File: src/rtl/filtered_fifo_arbiter_pkg.sv
// Shared types and helpers for the filtered FIFO write-port arbiter.
package filtered_fifo_arb_pkg;

    // Wide enough for the largest supported producer count (16).
    localparam int unsigned GRANT_W = 4;

    typedef enum logic {
        IDLE  = 1'b0,
        GRANT = 1'b1
    } arb_state_t;

    typedef logic [GRANT_W-1:0] grant_idx_t;

    function automatic grant_idx_t next_rr(
        input grant_idx_t  ptr,
        input int unsigned num_req
    );
        if (32'(ptr) + 32'd1 >= num_req) begin
            return '0;
        end
        return ptr + 1'b1;
    endfunction

endpackage

File: src/rtl/filtered_fifo_arbiter_rr_picker.sv
// Combinational round-robin picker: first set request at or after start, with wrap.
module rr_picker #(
    parameter  int N  = 4,
    localparam int IW = $clog2(N)
) (
    input  logic [N-1:0]  req,
    input  logic [IW-1:0] start,
    output logic          found,
    output logic [IW-1:0] idx
);

    logic [IW:0] j;

    always_comb begin
        found = 1'b0;
        idx   = '0;
        j     = '0;
        for (int k = 0; k < N; k++) begin
            j = {1'b0, start} + (IW+1)'(k);
            if (j >= (IW+1)'(N)) begin
                j = j - (IW+1)'(N);
            end
            if (!found && j < (IW+1)'(N) && req[j[IW-1:0]]) begin
                found = 1'b1;
                idx   = j[IW-1:0];
            end
        end
    end

endmodule

File: src/rtl/filtered_fifo_arbiter.sv
// Round-robin, packet-locked arbiter in front of a multi-lane filtered FIFO.
// Define FILTERED_FIFO_ARB_STATS_EN to add per-producer beat/element counters.
module filtered_fifo_arbiter
    import filtered_fifo_arb_pkg::*;
#(
    parameter  int BIT_WIDTH  = 32,
    parameter  int MAX_INPUTS = 4,
    parameter  int NUM_REQ    = 4,
    parameter  int MAX_BURST  = 8,
    localparam int IW         = $clog2(NUM_REQ),
    localparam int CW         = $clog2(MAX_BURST + 1),
    localparam int DW         = MAX_INPUTS * BIT_WIDTH
) (
    input  logic                          clk,
    input  logic                          rst,
    input  logic [NUM_REQ-1:0]            req_valid,
    input  logic [NUM_REQ*DW-1:0]         req_data,
    input  logic [NUM_REQ*MAX_INPUTS-1:0] req_keep,
    input  logic [NUM_REQ-1:0]            req_last,
    output logic [NUM_REQ-1:0]            req_ready,
    output logic                          ff_valid,
    output logic [DW-1:0]                 ff_data,
    output logic [MAX_INPUTS-1:0]         ff_keep,
    input  logic                          ff_ready,
    output logic [IW-1:0]                 grant_id,
    output logic                          busy
`ifdef FILTERED_FIFO_ARB_STATS_EN
    ,
    output logic [NUM_REQ*32-1:0]         stat_beats,
    output logic [NUM_REQ*32-1:0]         stat_elems,
    input  logic                          stat_clr
`endif
);

    arb_state_t state;
    arb_state_t state_nx;

    logic [IW-1:0]         rr_ptr;
    logic [IW-1:0]         grant_q;
    logic [CW-1:0]         beat_cnt;
    logic                  pick_found;
    logic [IW-1:0]         pick_idx;
    logic [DW-1:0]         g_data;
    logic [MAX_INPUTS-1:0] g_keep;
    logic                  g_valid;
    logic                  g_last;
    logic                  g_rdy;
    logic                  accept;
    logic                  release_g;

    rr_picker #(
        .N (NUM_REQ)
    ) u_pick (
        .req   (req_valid),
        .start (rr_ptr),
        .found (pick_found),
        .idx   (pick_idx)
    );

    always_comb begin
        g_data  = '0;
        g_keep  = '0;
        g_valid = 1'b0;
        g_last  = 1'b0;
        for (int r = 0; r < NUM_REQ; r++) begin
            if (grant_q == IW'(r)) begin
                g_data  = req_data[r*DW +: DW];
                g_keep  = req_keep[r*MAX_INPUTS +: MAX_INPUTS];
                g_valid = req_valid[r];
                g_last  = req_last[r];
            end
        end
    end

    always_comb begin
        state_nx  = state;
        req_ready = '0;
        ff_valid  = 1'b0;
        ff_data   = '0;
        ff_keep   = '0;
        g_rdy     = 1'b0;
        accept    = 1'b0;
        release_g = 1'b0;
        unique case (state)
            IDLE: begin
                if (pick_found) begin
                    state_nx = GRANT;
                end
            end
            GRANT: begin
                // An all-empty beat never reaches the FIFO; it is dropped here.
                if (|g_keep) begin
                    ff_valid = g_valid;
                    ff_data  = g_valid ? g_data : '0;
                    ff_keep  = g_valid ? g_keep : '0;
                    g_rdy    = ff_ready;
                end else begin
                    g_rdy    = 1'b1;
                end
                req_ready = NUM_REQ'(g_rdy) << grant_q;
                accept    = g_valid & g_rdy;
                release_g = accept &
                            (g_last | (beat_cnt == CW'(MAX_BURST - 1)));
                if (release_g) begin
                    state_nx = IDLE;
                end
            end
            default: state_nx = IDLE;
        endcase
    end

    always_ff @(posedge clk) begin
        if (rst) begin
            state    <= IDLE;
            rr_ptr   <= '0;
            grant_q  <= '0;
            beat_cnt <= '0;
        end else begin
            state <= state_nx;
            if (state == IDLE && pick_found) begin
                grant_q  <= pick_idx;
                beat_cnt <= '0;
            end else if (accept) begin
                beat_cnt <= beat_cnt + 1'b1;
            end
            if (release_g) begin
                rr_ptr <= IW'(next_rr(grant_idx_t'(grant_q),
                                      $unsigned(NUM_REQ)));
            end
        end
    end

    assign busy     = (state == GRANT);
    assign grant_id = grant_q;

`ifdef FILTERED_FIFO_ARB_STATS_EN
    logic [NUM_REQ-1:0][31:0] beats_q;
    logic [NUM_REQ-1:0][31:0] elems_q;
    logic [31:0]              pop;

    always_comb begin
        pop = 32'($countones(ff_keep));
    end

    always_ff @(posedge clk) begin
        if (rst || stat_clr) begin
            beats_q <= '0;
            elems_q <= '0;
        end else if (ff_valid && ff_ready) begin
            beats_q[grant_q] <= beats_q[grant_q] + 32'd1;
            elems_q[grant_q] <= elems_q[grant_q] + pop;
        end
    end

    assign stat_beats = beats_q;
    assign stat_elems = elems_q;
`endif

endmodule

File: config.mk
export PLATFORM = sky130hd
export DESIGN_NAME = filtered_fifo_arbiter
export DESIGN_NICKNAME = d
export VERILOG_FILES = /design/src/rtl/filtered_fifo_arbiter_pkg.sv /design/src/rtl/filtered_fifo_arbiter_rr_picker.sv /design/src/rtl/filtered_fifo_arbiter.sv
export SDC_FILE = /design/constraint.sdc
export NUM_CORES = 1
export LEC_CHECK = 0
export CAP_MARGIN = 40
export CORE_AREA = 2 2 263 265
export DETAILED_ROUTE_END_ITERATION = 8
export DIE_AREA = 0 0 265 267
export PLACE_DENSITY = 0.32
export SYNTH_ARGS = -nofsm -noshare
export SYNTH_HDL_FRONTEND = slang
export SYNTH_HIERARCHICAL = 1
export SYNTH_SLANG_ARGS = --single-unit
File: constraint.sdc
create_clock -name clk -period 2.95 [get_ports clk]
set_input_delay 0.4425 -clock clk [delete_from_list [all_inputs] [get_ports clk]]
set_output_delay 0.4425 -clock clk [all_outputs]
set_load 0.01 [all_outputs]
# ---- Word-level counts from Yosys, hierarchy flattened
# Index checks and enable logic that the tools add are counted.
dict set report classes {
  addsub 10
  n_lt_le_gt_ge 13
  eq_ne 4
  shift 1
  muxes 57
  bitwise_logic 4
  reduce_logical 14
}
# cell n
set ops {}
lappend ops {{128-bit two-way mux} 7}
lappend ops {{4-bit two-way mux} 8}
lappend ops {{1-bit two-way mux} 27}
lappend ops {{3-bit >= comparator (second input constant)} 4}
lappend ops {{2-bit by 3-bit less-than comparator with 1-bit output (second input constant)} 4}
lappend ops {{3-bit less-than comparator (second input constant)} 4}
lappend ops {{2-bit two-way mux} 6}
lappend ops {{3-bit two-way mux} 4}
lappend ops {{3-bit subtractor (second input constant)} 3}
lappend ops {{1-bit binary-select mux with 2-bit select} 4}
lappend ops {{1-bit logical AND} 8}
lappend ops {{2-bit by 1-bit adder with 3-bit output (second input constant)} 2}
lappend ops {{2-bit by 2-bit adder with 3-bit output (second input constant)} 2}
lappend ops {{4-bit by 1-bit adder with 4-bit output (second input constant)} 1}
lappend ops {{2-bit equality test (second input constant)} 2}
lappend ops {{4-bit by 3-bit equality test with 1-bit output (second input constant)} 1}
lappend ops {{4-bit OR reduction} 1}
lappend ops {{1-bit by 2-bit left shift with 4-bit output} 1}
lappend ops {{2-bit by 3-bit >= comparator with 1-bit output (second input constant)} 1}
lappend ops {{1-bit zero test} 3}
lappend ops {{2-bit by 3-bit subtractor with 3-bit output (second input constant)} 1}
lappend ops {{2-bit by 1-bit adder with 2-bit output (second input constant)} 1}
lappend ops {{1-bit bitwise AND} 2}
lappend ops {{2-bit by 1-bit equality test with 1-bit output (second input constant)} 1}
lappend ops {{5 further kinds} 5}
dict set report word_totals {
  ff_bits 9
  input_bits 539
}

# ---- Depth between registers and ports, before layout
dict set report logic_depth {
  depth_word 20
  ltp_mapped 11
  ltp_nobuf 9
}

# ---- Hierarchy
# Netlist, hierarchy kept.
# module instances cells_each area_per_inst_um2 seq_area_each_um2
set by_module_without_submodules {}
lappend by_module_without_submodules {filtered_fifo_arbiter 1 1112 5521.5 180.2}
lappend by_module_without_submodules {rr_picker 1 33 237.7 0.0}

# ---- Worst setup path before layout
# No wires, ideal clock.
dict set report synth_timing {
  path_type {reg-to-output}
  startpoint {reg grant_q[0] (netlist: grant_id[0])}
  endpoint {out ff_data[100]}
  t_arrival_ns 2.117
  t_required_ns 2.508
  slack_ns 0.391
  stages_incl_launch_ff 10
  path_cell_list {dfxtp_1 inv_1 ha_1 buf_4 a221oi_1 o21ai_1 a41o_1 clkbuf_1 buf_2 nor2_1}
}
dict set report synth_between {
  elab_chain_len 8
  word_cells_on_any_way 20
  cone_classes {eq/ne (3); mux (15); reduce/logical (2)}
}
# element line
set synth_lines {}
lappend synth_lines {{start, declared} filtered_fifo_arbiter.sv:39} ;# logic [IW-1:0] grant_q;
lappend synth_lines {{start signal, assigned} filtered_fifo_arbiter.sv:121} ;# grant_q <= pick_idx;
lappend synth_lines {{2-bit zero test} filtered_fifo_arbiter.sv:66} ;# if (grant_q == IW'(r)) begin
lappend synth_lines {{4-bit two-way mux (tied with other cells) (4 in series)} filtered_fifo_arbiter.sv:66}
lappend synth_lines {{4-bit OR reduction or 128-bit two-way mux (tied branches)} {filtered_fifo_arbiter.sv:92, filtered_fifo_arbiter.sv:94}}
lappend synth_lines {{128-bit two-way mux (*)} filtered_fifo_arbiter.sv:92} ;# if (|g_keep) begin
lappend synth_lines {{128-bit two-way mux (*)} filtered_fifo_arbiter.sv:84} ;# unique case (state)
lappend synth_lines {{end, declared} filtered_fifo_arbiter.sv:22} ;# output logic [DW-1:0] ff_data,
# Mark *: on every way between the ends. The rest lies on a longest branch, timed or not.

# ---- Final worst setup path
dict set report layout_timing {
  startpoint {reg grant_q[0] (netlist: grant_id[0])}
  endpoint {out ff_data[38]}
}
# The elaborated chain is that of the path after synthesis.

==> results.yml <==
sta:
  finClkSkew_ps: 2.324
  period_share_pct: 103.6
  max_slew_margin_pct: 46.49
  hold_slack_ps: 479.4
  finalHoldViolCount: 0
  setup_viol: 47
  fmax_mhz: 327.2
  rsz0062_at_grt: "yes"
  worst_pin_slew_ps: 802.7
  period_needed_ps: 3056
  fin_ws_ps: -106.3
  drv_slew: 0
power_and_ir_drop:
  power_frac_seq_pct: 3.2
  total_power_w: 0.004160
  power_density_mw_per_mm2: 262.0
  power_frac_comb_pct: 90.9
  power_frac_clock_pct: 5.8
  power_switching_w: 0.001848
  swShare_pct: 44.42
  internal_power_w: 0.002312
  ir_worst_vdd_uv: 105.4
  p_leak_nw: 6.000
yosys:
  synth_compound_area_share_pct: 38.91
  synthTopCellsByArea: "a21oi_1 35%, nor2_1 18%, nand3b_1 17%, nand2_1 9.5%, clkbuf_1 5.9%"
  async_flop_share_pct: 0
  synthXorXnorAreaFrac_pct: 0
  ys.flop_type: "dfxtp_1"
  synthMostInstantiatedCell: "a21oi_1"
  synth_commonest_cells: "398 x a21oi_1, 273 x nor2_1, 145 x nand2_1, 130 x nand3b_1, 91 x clkbuf_1"
  netlist_instances: 1145
  synth_cell_types: 43
  yosys.area_share.simple_pct: 46.17
  ys_ff_latch: 9
  synth_top_cell_by_area: "a21oi_1"
  syn_nets: 1690
  ys_warn_count: 6
  synth_top_area_share_pct: 34.59
  synthAdderAreaFrac_pct: 1.303
  synth_mux_area_share_pct: 1.390
  synth_top_family_by_area: "simple AND/OR/NAND/NOR gates"
  seq_area_frac_synth_pct: 3.128
  syn_area_per_cell_um2: 5.030
  synth.cell_area_mm2: 0.005759
  synth-edff-count: 0
floorplanning:
  row_count: 96
  die_h_um: 267
  die_w_um: 265
  io_pins: 679
  die_area_mm2: 0.07076
  start_util_pct: 8.471
  core_mm2: 0.06799
final_layout:
  layout.cells.non_filler: 2766
  utilization_pct: 23.36
  layout-drive-gt1-share_pct: 24.40
  fin_nets: 2419
  fin_area_mm2: 0.01588
  syn2layout_area_growth_pct: 175.8
global_route:
  grt_max_degree: 133
  track_usage_pct: 14.18
  antenna_found_initial: 22
  grt_pass1_wl_um: 74800
  first_global_vias: 11042
  overflow: 0
placed_design:
  place_congestion: 0.8210
  dp_hpwl_um: 44370
  io_buffers: 678
  detailed_place.area_mm2: 0.01423
  dp_cells: 2690
critical_path:
  ff2ff_setup_slack_ps: 580
  cp-endpoint: "ff_data[38]"
  r2r_end: "rr_ptr[1]"
  crit_top_cell: "buf_6"
  r2r_cells: 11
  crit_arrival_ps: 2610
  endpoint_kind: "primary output"
  cp-start-kind: "register"
  cp.required_ps: 2510
  startpoint: "grant_id[0]"
  reg2reg_from: "grant_id[1]"
  crit_fanout: 8
  critPathKind: "register to primary output"
  worstPathCellList: "buf_6 -> ha_4 -> nand3b_1 -> a221oi_2 -> o21ai_2 -> a41o_4 -> buf_6 -> buf_12 -> buf_16 -> buf_12 -> nor2_4 -> buf_6"
  max_stage_delay_ps: 350
  cp_slowest_cell: "dfxtp_4"
route:
  postRouteWirelength_um: 56250
  wl_per_cell_um: 20.34
  ant_nets: 0
  drt_iter0_drc: 451
  drc: 0
  drtPass1Iterations: 4
  num_vias: 10967
  via_per_inst: 3.965
flow_run:
  maxCapViolCount: 0
clocking:
  clock-sinks: 9
  cts_buffers: 3
  clock_path_buffers: 2
  cts-hold-fix-buffers: 0
  cts-htree-levels: 1
  cts_tree: "yes"
  cts_root_buffer: "clkbuf_16"
  clkTransAtPathRegs_ps: 40
  clock_latency_ps: 240
min_path:
  hp-class: "register to register"
outcome:
  status: "finished, violations left"
  violations: "negative setup slack"
power by group through the flow:
stage          logic [W]  clock network [W]  registers [W]
5_1_grt          0.00409           0.000251       0.000136
4_1_cts          0.00328           0.000245       0.000134
6_report         0.00378           0.000242       0.000134
3_3_place_gp     0.00317                  0       0.000135
2_1_floorplan    0.00130                  0       0.000136
3_5_place_dp     0.00316                  0       0.000135
stage by stage:
stage               setup slack, ps  TNS [ps]
global route                 -218.6     -6613
floorplan                     391.0         0
finish                       -106.3     -1824
global placement             -402.1    -44300
detailed placement           -457.2    -46700
CTS                          -99.80     -2489
cells by family after synthesis:
logic type / Yosys count
AND/OR/NAND/NOR: 567
multiplexers: 6
AO/OA/AOI/OAI: 428
adder cells (fa/ha/maj): 6
buffers and inverters: 129
flip-flops: 9
worst min-delay path by stage:
stage / from / endpoint / slack, ps / cells past startpoint
2_1_floorplan: beat_cnt[3] / beat_cnt[3] / 450 / 2
4_1_cts: beat_cnt[3] / beat_cnt[3] / 490 / 2
6_report: beat_cnt[3] / beat_cnt[3] / 480 / 2
5_1_grt: beat_cnt[3] / beat_cnt[3] / 530 / 2
3_3_place_gp: beat_cnt[3] / beat_cnt[3] / 460 / 2
3_5_place_dp: beat_cnt[3] / beat_cnt[3] / 470 / 2
timing repair:
item	4_1_cts	5_1_grt
pin swaps	25	82
cloned	7	14
resized for setup	528	294
endpoints found under the setup margin	137	131
buffers inserted	20	26
registers in the layout (all words and copies together), names as in the netlist:
signal	count
grant_id	2
beat_cnt	4
busy	1
rr_ptr	2
worst max-delay path, delay by kind of cell, from the launching register on:
family / cells / cell delay, ps
buffers and inverters: 6 / 830
AO/OA/AOI/OAI: 3 / 710
flip-flops: 1 / 350
AND/OR/NAND/NOR: 2 / 280
adder cells (fa/ha/maj): 1 / 180
layout by cell type (no fill, tap or decap), drive strengths merged, types with 2 or more instances in the layout:
master,count
dfxtp,9
a21oi,398
buf,268
nand2,146
nor2,274
inv,10
o31ai,2
o21ai,10
nand3,4
diode,11
or4,2
nor2b,2
o311ai,2
or2,2
dlygate4sd2,3
mux2i,2
nor3,3
clkdlybuf4s50,546
o221ai,4
nand3b,130
clkbuf,29
mux2,3
ha,6
a41o,2
o211ai,3
layer usage:
| metal | part of all wire, % | track usage, % | vias to the layer above |
|---|---|---|---|
| li1 | - | - | 5424 |
| met1 | 37 | 14.69 | 5018 |
| met2 | 53 | 27.68 | 465 |
| met3 | 8.2 | 4.124 | 48 |
| met4 | 1.9 | 3.451 | 12 |
| met5 | 0.12 | 0 | - |
cell type report:
cell class / instances / area [µm²]
fill: 7685 / 52100
multi-input combinational: 1007 / 5827
clock buffer: 4 / 78.83
timing repair buffer: 843 / 8615
antenna: 11 / 27.53
tap: 882 / 1104
sequential: 9 / 185.2
inverter: 10 / 45.04
Note: power is estimated with default switching activity, not from simulation.
